File: src/rtl/uart_tx_frame.sv
// UART transmitter: start bit, DATA_WIDTH data bits LSB first, optional parity, one or two stop bits.
// Frame data, format and prescale are captured at accept, so inputs may change freely mid-frame.
//   state    | meaning
//   S_IDLE   | line high, waiting for Data_Valid
//   S_START  | start bit (low)
//   S_DATA   | data bits, r_idx selects the bit
//   S_PARITY | parity bit
//   S_STOP   | stop bit(s), r_stop_sel marks the second one
module uart_tx_frame #(
    parameter int DATA_WIDTH = 8,
    parameter int PRESCALE_W = 8
) (
    input  logic                  CLK,
    input  logic                  RST,
    input  logic [DATA_WIDTH-1:0] P_DATA,
    input  logic                  Data_Valid,
    input  logic                  PAR_EN,
    input  logic                  PAR_TYP,
    input  logic                  STOP2,
    input  logic [PRESCALE_W-1:0] PRESCALE,
    output logic                  TX_OUT,
    output logic                  busy,
    output logic                  tx_done
);

    localparam int IDX_W = $clog2(DATA_WIDTH);
    localparam logic [IDX_W-1:0] LAST_IDX = IDX_W'(DATA_WIDTH - 1);

    typedef enum logic [2:0] {
        S_IDLE   = 3'd0,
        S_START  = 3'd1,
        S_DATA   = 3'd2,
        S_PARITY = 3'd3,
        S_STOP   = 3'd4
    } state_t;

    state_t                r_state;
    logic [PRESCALE_W-1:0] r_cnt;
    logic [IDX_W-1:0]      r_idx;
    logic                  r_stop_sel;
    logic [DATA_WIDTH-1:0] r_data;
    logic                  r_par_en;
    logic                  r_par_typ;
    logic                  r_stop2;
    logic [PRESCALE_W-1:0] r_presc;
    logic                  r_tx;
    logic                  r_busy;
    logic                  r_done;

    state_t                w_state_nxt;
    logic [PRESCALE_W-1:0] w_cnt_nxt;
    logic [IDX_W-1:0]      w_idx_nxt;
    logic [IDX_W-1:0]      w_idx_inc;
    logic                  w_stop_sel_nxt;
    logic                  w_tx_nxt;
    logic                  w_busy_nxt;
    logic                  w_done_nxt;
    logic                  w_capture;
    logic                  w_bit_end;
    logic [PRESCALE_W-1:0] w_presc_in;

    assign w_presc_in = (PRESCALE == '0) ? PRESCALE_W'(1) : PRESCALE;

    always_comb begin
        w_state_nxt    = r_state;
        w_cnt_nxt      = r_cnt;
        w_idx_nxt      = r_idx;
        w_idx_inc      = r_idx + IDX_W'(1);
        w_stop_sel_nxt = r_stop_sel;
        w_tx_nxt       = r_tx;
        w_busy_nxt     = r_busy;
        w_done_nxt     = 1'b0;
        w_capture      = 1'b0;
        // <= rather than == so a corrupted zero count still terminates the bit
        w_bit_end      = (r_cnt <= PRESCALE_W'(1));
        if (r_state != S_IDLE && !w_bit_end) begin
            w_cnt_nxt = r_cnt - PRESCALE_W'(1);
        end

        case (r_state)
            S_IDLE: begin
                w_tx_nxt   = 1'b1;
                w_busy_nxt = 1'b0;
                if (Data_Valid) begin
                    w_capture      = 1'b1;
                    w_state_nxt    = S_START;
                    w_cnt_nxt      = w_presc_in;
                    w_idx_nxt      = '0;
                    w_stop_sel_nxt = 1'b0;
                    w_tx_nxt       = 1'b0;
                    w_busy_nxt     = 1'b1;
                end
            end
            S_START: begin
                if (w_bit_end) begin
                    w_state_nxt = S_DATA;
                    w_cnt_nxt   = r_presc;
                    w_idx_nxt   = '0;
                    w_tx_nxt    = r_data[0];
                end
            end
            S_DATA: begin
                if (w_bit_end) begin
                    w_cnt_nxt = r_presc;
                    if (r_idx == LAST_IDX) begin
                        if (r_par_en) begin
                            w_state_nxt = S_PARITY;
                            w_tx_nxt    = (^r_data) ^ r_par_typ;
                        end else begin
                            w_state_nxt = S_STOP;
                            w_tx_nxt    = 1'b1;
                        end
                    end else begin
                        w_idx_nxt = w_idx_inc;
                        w_tx_nxt  = r_data[w_idx_inc];
                    end
                end
            end
            S_PARITY: begin
                if (w_bit_end) begin
                    w_state_nxt = S_STOP;
                    w_cnt_nxt   = r_presc;
                    w_tx_nxt    = 1'b1;
                end
            end
            S_STOP: begin
                w_tx_nxt = 1'b1;
                if (w_bit_end) begin
                    if (r_stop2 && !r_stop_sel) begin
                        w_stop_sel_nxt = 1'b1;
                        w_cnt_nxt      = r_presc;
                    end else begin
                        w_state_nxt = S_IDLE;
                        w_busy_nxt  = 1'b0;
                        w_done_nxt  = 1'b1;
                    end
                end
            end
            default: begin
                w_state_nxt = S_IDLE;
                w_tx_nxt    = 1'b1;
                w_busy_nxt  = 1'b0;
            end
        endcase
    end

    always_ff @(posedge CLK) begin
        if (RST) begin
            r_state    <= S_IDLE;
            r_cnt      <= '0;
            r_idx      <= '0;
            r_stop_sel <= 1'b0;
            r_data     <= '0;
            r_par_en   <= 1'b0;
            r_par_typ  <= 1'b0;
            r_stop2    <= 1'b0;
            r_presc    <= '0;
            r_tx       <= 1'b1;
            r_busy     <= 1'b0;
            r_done     <= 1'b0;
        end else begin
            r_state    <= w_state_nxt;
            r_cnt      <= w_cnt_nxt;
            r_idx      <= w_idx_nxt;
            r_stop_sel <= w_stop_sel_nxt;
            r_tx       <= w_tx_nxt;
            r_busy     <= w_busy_nxt;
            r_done     <= w_done_nxt;
            if (w_capture) begin
                r_data    <= P_DATA;
                r_par_en  <= PAR_EN;
                r_par_typ <= PAR_TYP;
                r_stop2   <= STOP2;
                r_presc   <= w_presc_in;
            end
        end
    end

    assign TX_OUT  = r_tx;
    assign busy    = r_busy;
    assign tx_done = r_done;

endmodule

File: config.mk
export PLATFORM = sky130hd
export DESIGN_NAME = uart_tx_frame
export DESIGN_NICKNAME = d
export VERILOG_FILES = /design/src/rtl/uart_tx_frame.sv
export SDC_FILE = /design/constraint.sdc
export NUM_CORES = 1
export LEC_CHECK = 0
export BUFFER_PORTS_ARGS = -buffer_cell sky130_fd_sc_hd__buf_2
export CAP_MARGIN = 0
export CORE_MARGIN = 2
export CORE_UTILIZATION = 40
export CTS_CLUSTER_SIZE = 30
export DETAILED_ROUTE_END_ITERATION = 10
export GPL_TIMING_DRIVEN = 0
export PLACE_DENSITY = 0.62
export SLEW_MARGIN = 30
export SYNTH_ARGS = -nofsm -noshare
export SYNTH_HDL_FRONTEND = slang
export SYNTH_SLANG_ARGS = --single-unit
File: constraint.sdc
create_clock -name CLK -period 2.82 [get_ports CLK]
set_clock_uncertainty 0.2 [all_clocks]
set_input_delay 0.846 -clock CLK [delete_from_list [all_inputs] [get_ports CLK]]
set_output_delay 0.846 -clock CLK [all_outputs]
set_load 0.02 [all_outputs]
# Yosys cells after proc, flatten, opt, wreduce, memory -nomap -nowiden
# Index checks and enable logic that the tools add are counted.
# op_classes
addsub,2
mul,0
div_mod_pow,0
n_lt_le_gt_ge,2
eq_ne,14
n_shift,0
n_mux,40
bitwise_logic,4
reduce_logical,17
# op_table
cell,count
2-to-1 mux 8 bit,6
2-to-1 mux 3 bit,12
case mux 8 bit (3 select lines),1
"!= test 2 bit, second input constant",9
2-to-1 mux 1 bit,15
case mux 3 bit (5 select lines),1
case mux 3 bit (3 select lines),1
"<= comparator 8 x 1 -> 1 bit, second input constant",1
logical NOT 8 bit,1
XOR reduction 8 bit,1
"subtractor 8 x 1 -> 8 bit, second input constant",1
AND reduction 7 bit,1
"== test 3 x 2 -> 1 bit, second input constant",2
"== test 3 bit, second input constant",2
AND reduction 3 bit,2
nonzero test 3 bit,2
OR reduction 3 bit,2
AND reduction 5 bit,1
"< comparator 3 x 4 -> 1 bit, second input constant",1
case mux 1 bit (4 select lines),1
AND reduction 4 bit,1
"adder 3 x 1 -> 3 bit, second input constant",1
binary-select mux 1 bit (select 3 bit),1
"== test 3 x 1 -> 1 bit, second input constant",1
other kinds (8),12
# word_totals
regBits,37
latch_bits,0
mem_bits_rw,0
rom_bits,0
in_bits,22
output_inout_bits,3
elab_cells,91
mem_count,0

# Longest topological paths before layout
# logic_depth
ltp_word,7
depth_mapped,9

# Worst setup path before layout
# Ideal clock, no wire load.
# synth_timing
path_kind,input -> register
start,input port Data_Valid
end,register r_stop_sel
setup_time_ns,0.128
arrival_ns,1.895
t_required_ns,2.492
path_slack_ns,0.598
cell_stages,5
path_buffers,1
cell_sequence,or3b_1 or2_1 clkbuf_1 a21oi_1 nor2_1
# synth_via
elab_chain_cells,2
# synth_rtl
element,line_no,source
start: declaration,16,"input logic Data_Valid,"
!= test 2 bit (no line),n/a,
AND reduction 4 bit (no line),n/a,
end signal: assignment,165,r_stop_sel <= w_stop_sel_nxt;
end: declaration,40,logic r_stop_sel;
# Every way passes these cells.
# A chain may end at the register's enable or synchronous reset.

# Final worst setup path
# layout_timing
start,register r_cnt[0]
end,register r_cnt[6]
# layout_via
elab_chain_cells,7
# layout_rtl
element,line_no,source
start: declaration,38,logic [PRESCALE_W-1:0] r_cnt;
start signal: assignment,163,r_cnt <= w_cnt_nxt;
<= comparator 8 x 1 -> 1 bit,75,w_bit_end = (r_cnt <= PRESCALE_W'(1));
logical NOT 1 bit,76,if (r_state != S_IDLE && !w_bit_end) begin
logical AND 1 bit,76,
2-to-1 mux 8 bit,76,
2-to-1 mux 8 bit,129,if (r_stop2 && !r_stop_sel) begin
2-to-1 mux 8 bit,128,if (w_bit_end) begin
case mux 8 bit (3 select lines) *,80,case (r_state)
# Every way passes the cells marked *; elsewhere a longest branch is shown, timed or not.

==> flow_summary_export.csv <==
group,metric,value,unit
placed_design,gp_congestion,0.9121,
sta,max_freq,0.4017,GHz
drt,drt_iter0_drc,136,
global_route,overflow,0,
sta,rsz0062_at_grt,"false",
pwr,vdd_drop_max,0.0004138,V
critical_path,timing.critical_path.cells,"inv_1, ha_1, or2_0, buf_2, and3_1, buf_4, a21oi_1, o21ai_0, a31oi_1",
drt,ant_nets,0,
floorplan,die_area,5484,um2
sta,post-route-period-util,0.8828,
layout,fill_cells,487,
drt,wl_per_cell,13.81,um
floorplan,fp.dieW,74.06,um
run_status,run_status,"complete, no violations",
cts,clock-root-buffer,"clkbuf_8",
global_route,grt_use_total,0.1862,
sta,setup_slack,330.6,ps
cts,postCtsSetupRepairBufs,0,
placed_design,port_buffers,23,
placed_design,hpwl,3367,um
pwr,power_density,997.2,nW/um2
critical_path,cp-end-kind,"flop",
critical_path,cp_data_arrival_time,2500,ps
cts,ctsResizeCount,0,
drt,drc_errors,0,
global_route,grt_antenna_before_repair,0,
sta,period_needed,2489,ps
sta,hold_viol,0,
cts,htree_levels,2,
drt,routed_wl,4667,um
cts,tritoncts,"built",
drt,dr.pass1.iters,5,
layout,drive_gt1_frac,0.1661,
floorplan,rows,25,
floorplan,coreArea,4723,um2
sta,tns,0,ps
synthesis,yosysSeqAreaShare,0.3773,
sta,tightest_slew,782.9,ps
global_route,grt_pass1_wl,7734,um
global_route,grt_start_max_net_pins,11,
layout,areaGrowthSynthToFinish,14.53,%
critical_path,rrSetupSlack,330,ps
sta,slew_violations,0,
synthesis,synth.distinct_cells,49,
cts,clkSinkCount,37,
placed_design,pre_cts_slack,218.3,ps
drt,vias_per_cell,5.287,
worst_hold_path,holdCritStartpoint,"r_presc[4]",
sta,setup_violations,0,
synthesis,avgSynthCellArea,8.146,um2
layout,fin_area,2248,um2
synthesis,synth_area,1963,um2
critical_path,crit_fanout,10,
critical_path,cp_slowest_cell,"dfxtp_1",
critical_path,crit_required,2830,ps
cts,hold_buffers,0,
layout,fin_nets,297,
synthesis,synth-seq-cells,37,
drt,vias,1787,
layout,antennaDiodeCount,0,
pwr,p_leak,0.0008798,uW
critical_path,rr_startpoint,"r_cnt[0]",
critical_path,max_stage_delay,460,ps
critical_path,r2r_cells,9,
sta,hold_slack,258.1,ps
placed_design,placed_area,2162,um2
floorplan,start_util,0.4156,
layout,final_common_cell,"nand2_1",
sta,max_slew_margin,0.4736,
worst_hold_path,min_path_type,"reg2reg",
synthesis,synth_top_flop_cell,"dfxtp_1",
critical_path,critPathKind,"reg2reg",
floorplan,io_pins,25,
critical_path,crit_path_start_kind,"flop",
synthesis,synth_nets,267,
global_route,first_global_vias,1568,
cts,path_clk_slew,80,ps
cts,cts_made_buffers,5,
synthesis,syn_inst,241,
synthesis,synth-edff-count,0,
synthesis,synthArstFlopShare,0,
cts,max-clock-path-buffers,2,
cts,clk_latency,290,ps
critical_path,r2r_end,"r_cnt[6]",
run,maxCapViolations,0,
worst_hold_path,hold_path_depth,2,
floorplan,die_h,74.06,um
layout,most-common-layout-cells,"48 x nand2_1, 37 x dfxtp_1, 34 x a21oi_1, 27 x buf_2, 11 x nor2_1",
synthesis,yosysWarnings,0,
worst_hold_path,hold_end,"r_presc[4]",
-- synth_stat cells, types with 3 or more instances --
master    number  area, um2
a211oi_1       4      30.03
a21oi_1       34      170.2
a31oi_1        6      37.54
buf_2          4      20.02
buf_4          4      30.03
clkbuf_1       5      18.77
dfxtp_1       37      740.7
ha_1           4      50.05
inv_1          4      15.01
mux2_1         3      33.78
nand2_1       48      180.2
nand2b_1       6      37.54
nand3_1        6      30.03
nor2_1        11      41.29
nor2b_1        3      18.77
nor3_1        10      50.05
nor4_1         4      25.02
o21a_1         4      30.03
o21ai_0        3      15.01
o21ai_1        3      15.01
xnor2_1        4      35.03
-- through the flow --
stage	power [uW]	std cells	utilization
6_report	2242	338	0.4760
3_3_place_gp	1857	331	0.4577
5_1_grt	2413	338	0.4760
2_1_floorplan	1612	241	-
4_1_cts	2240	338	0.4760
3_5_place_dp	1863	331	0.4577
-- cell type report --
| class | instances | area [um2] | area share |
|---|---|---|---|
| Multi-Input combinational cell | 186 | 1127 | 0.5014 |
| Clock buffer | 7 | 86.33 | 0.03840 |
| Buffer | 14 | 80.08 | 0.03561 |
| Inverter | 4 | 15.01 | 0.006678 |
| Tap cell | 67 | 83.83 | 0.03728 |
| Sequential cell | 37 | 740.7 | 0.3294 |
| Timing Repair Buffer | 23 | 115.1 | 0.05120 |
-- worst max path at each step --
stage / slack, ps / startpoint / depth (start not counted) / to
6_report: 330 / r_cnt[0] / 9 / r_cnt[6]
5_1_grt: 130 / r_cnt[0] / 9 / r_cnt[6]
4_1_cts: 320 / r_cnt[0] / 9 / r_cnt[6]
3_5_place_dp: 220 / Data_Valid / 7 / r_cnt[0]
3_3_place_gp: 200 / Data_Valid / 7 / r_cnt[0]
2_1_floorplan: 600 / Data_Valid / 5 / r_stop_sel
-- per-layer routing --
| layer | wire length, um | track usage | share of wire |
|---|---|---|---|
| met5 | 0 | 0 | 0 |
| met2 | 1874 | 0.2540 | 0.40 |
| met4 | 70 | 0.06465 | 0.015 |
| met3 | 191 | 0.03794 | 0.041 |
| met1 | 2530 | 0.2879 | 0.54 |
-- worst max-delay path: cells and delay by family, from the launching register on --
kind	cells	cell delay, ps
AOI/OAI and AO/OA	3	690
and+or+nand+nor	2	400
buffers and inverters	3	440
DFF	1	460
adders and majority gates	1	220
-- state kept, by name, summed over array words and instances, names as in the netlist --
register and flops:
r_data 8, busy 1, r_par_typ 1, r_state 3, r_cnt 8, TX_OUT 1
tx_done 1, r_presc 8, r_stop_sel 1, r_par_en 1, r_idx 3, r_stop2 1
-- cells by family (layout without fill, tap and decap cells) --
logic type	Yosys count	after routing	share of synthesized area
compound gates	63	63	0.1893
xor+xnor	7	7	0.03824
flops	37	37	0.3773
fa+ha+maj	4	4	0.02549
buf+inv	18	48	0.04844
simple gates	106	106	0.2760
mux	6	6	0.04525
-- report_power, final --
part | internal [uW] | leakage [uW] | switching [uW]
combinational | 469 | 0.000532 | 623
clock | 194 | 0.0000443 | 185
sequential | 642 | 0.000303 | 129
Note: power is estimated with default switching activity, not from simulation.
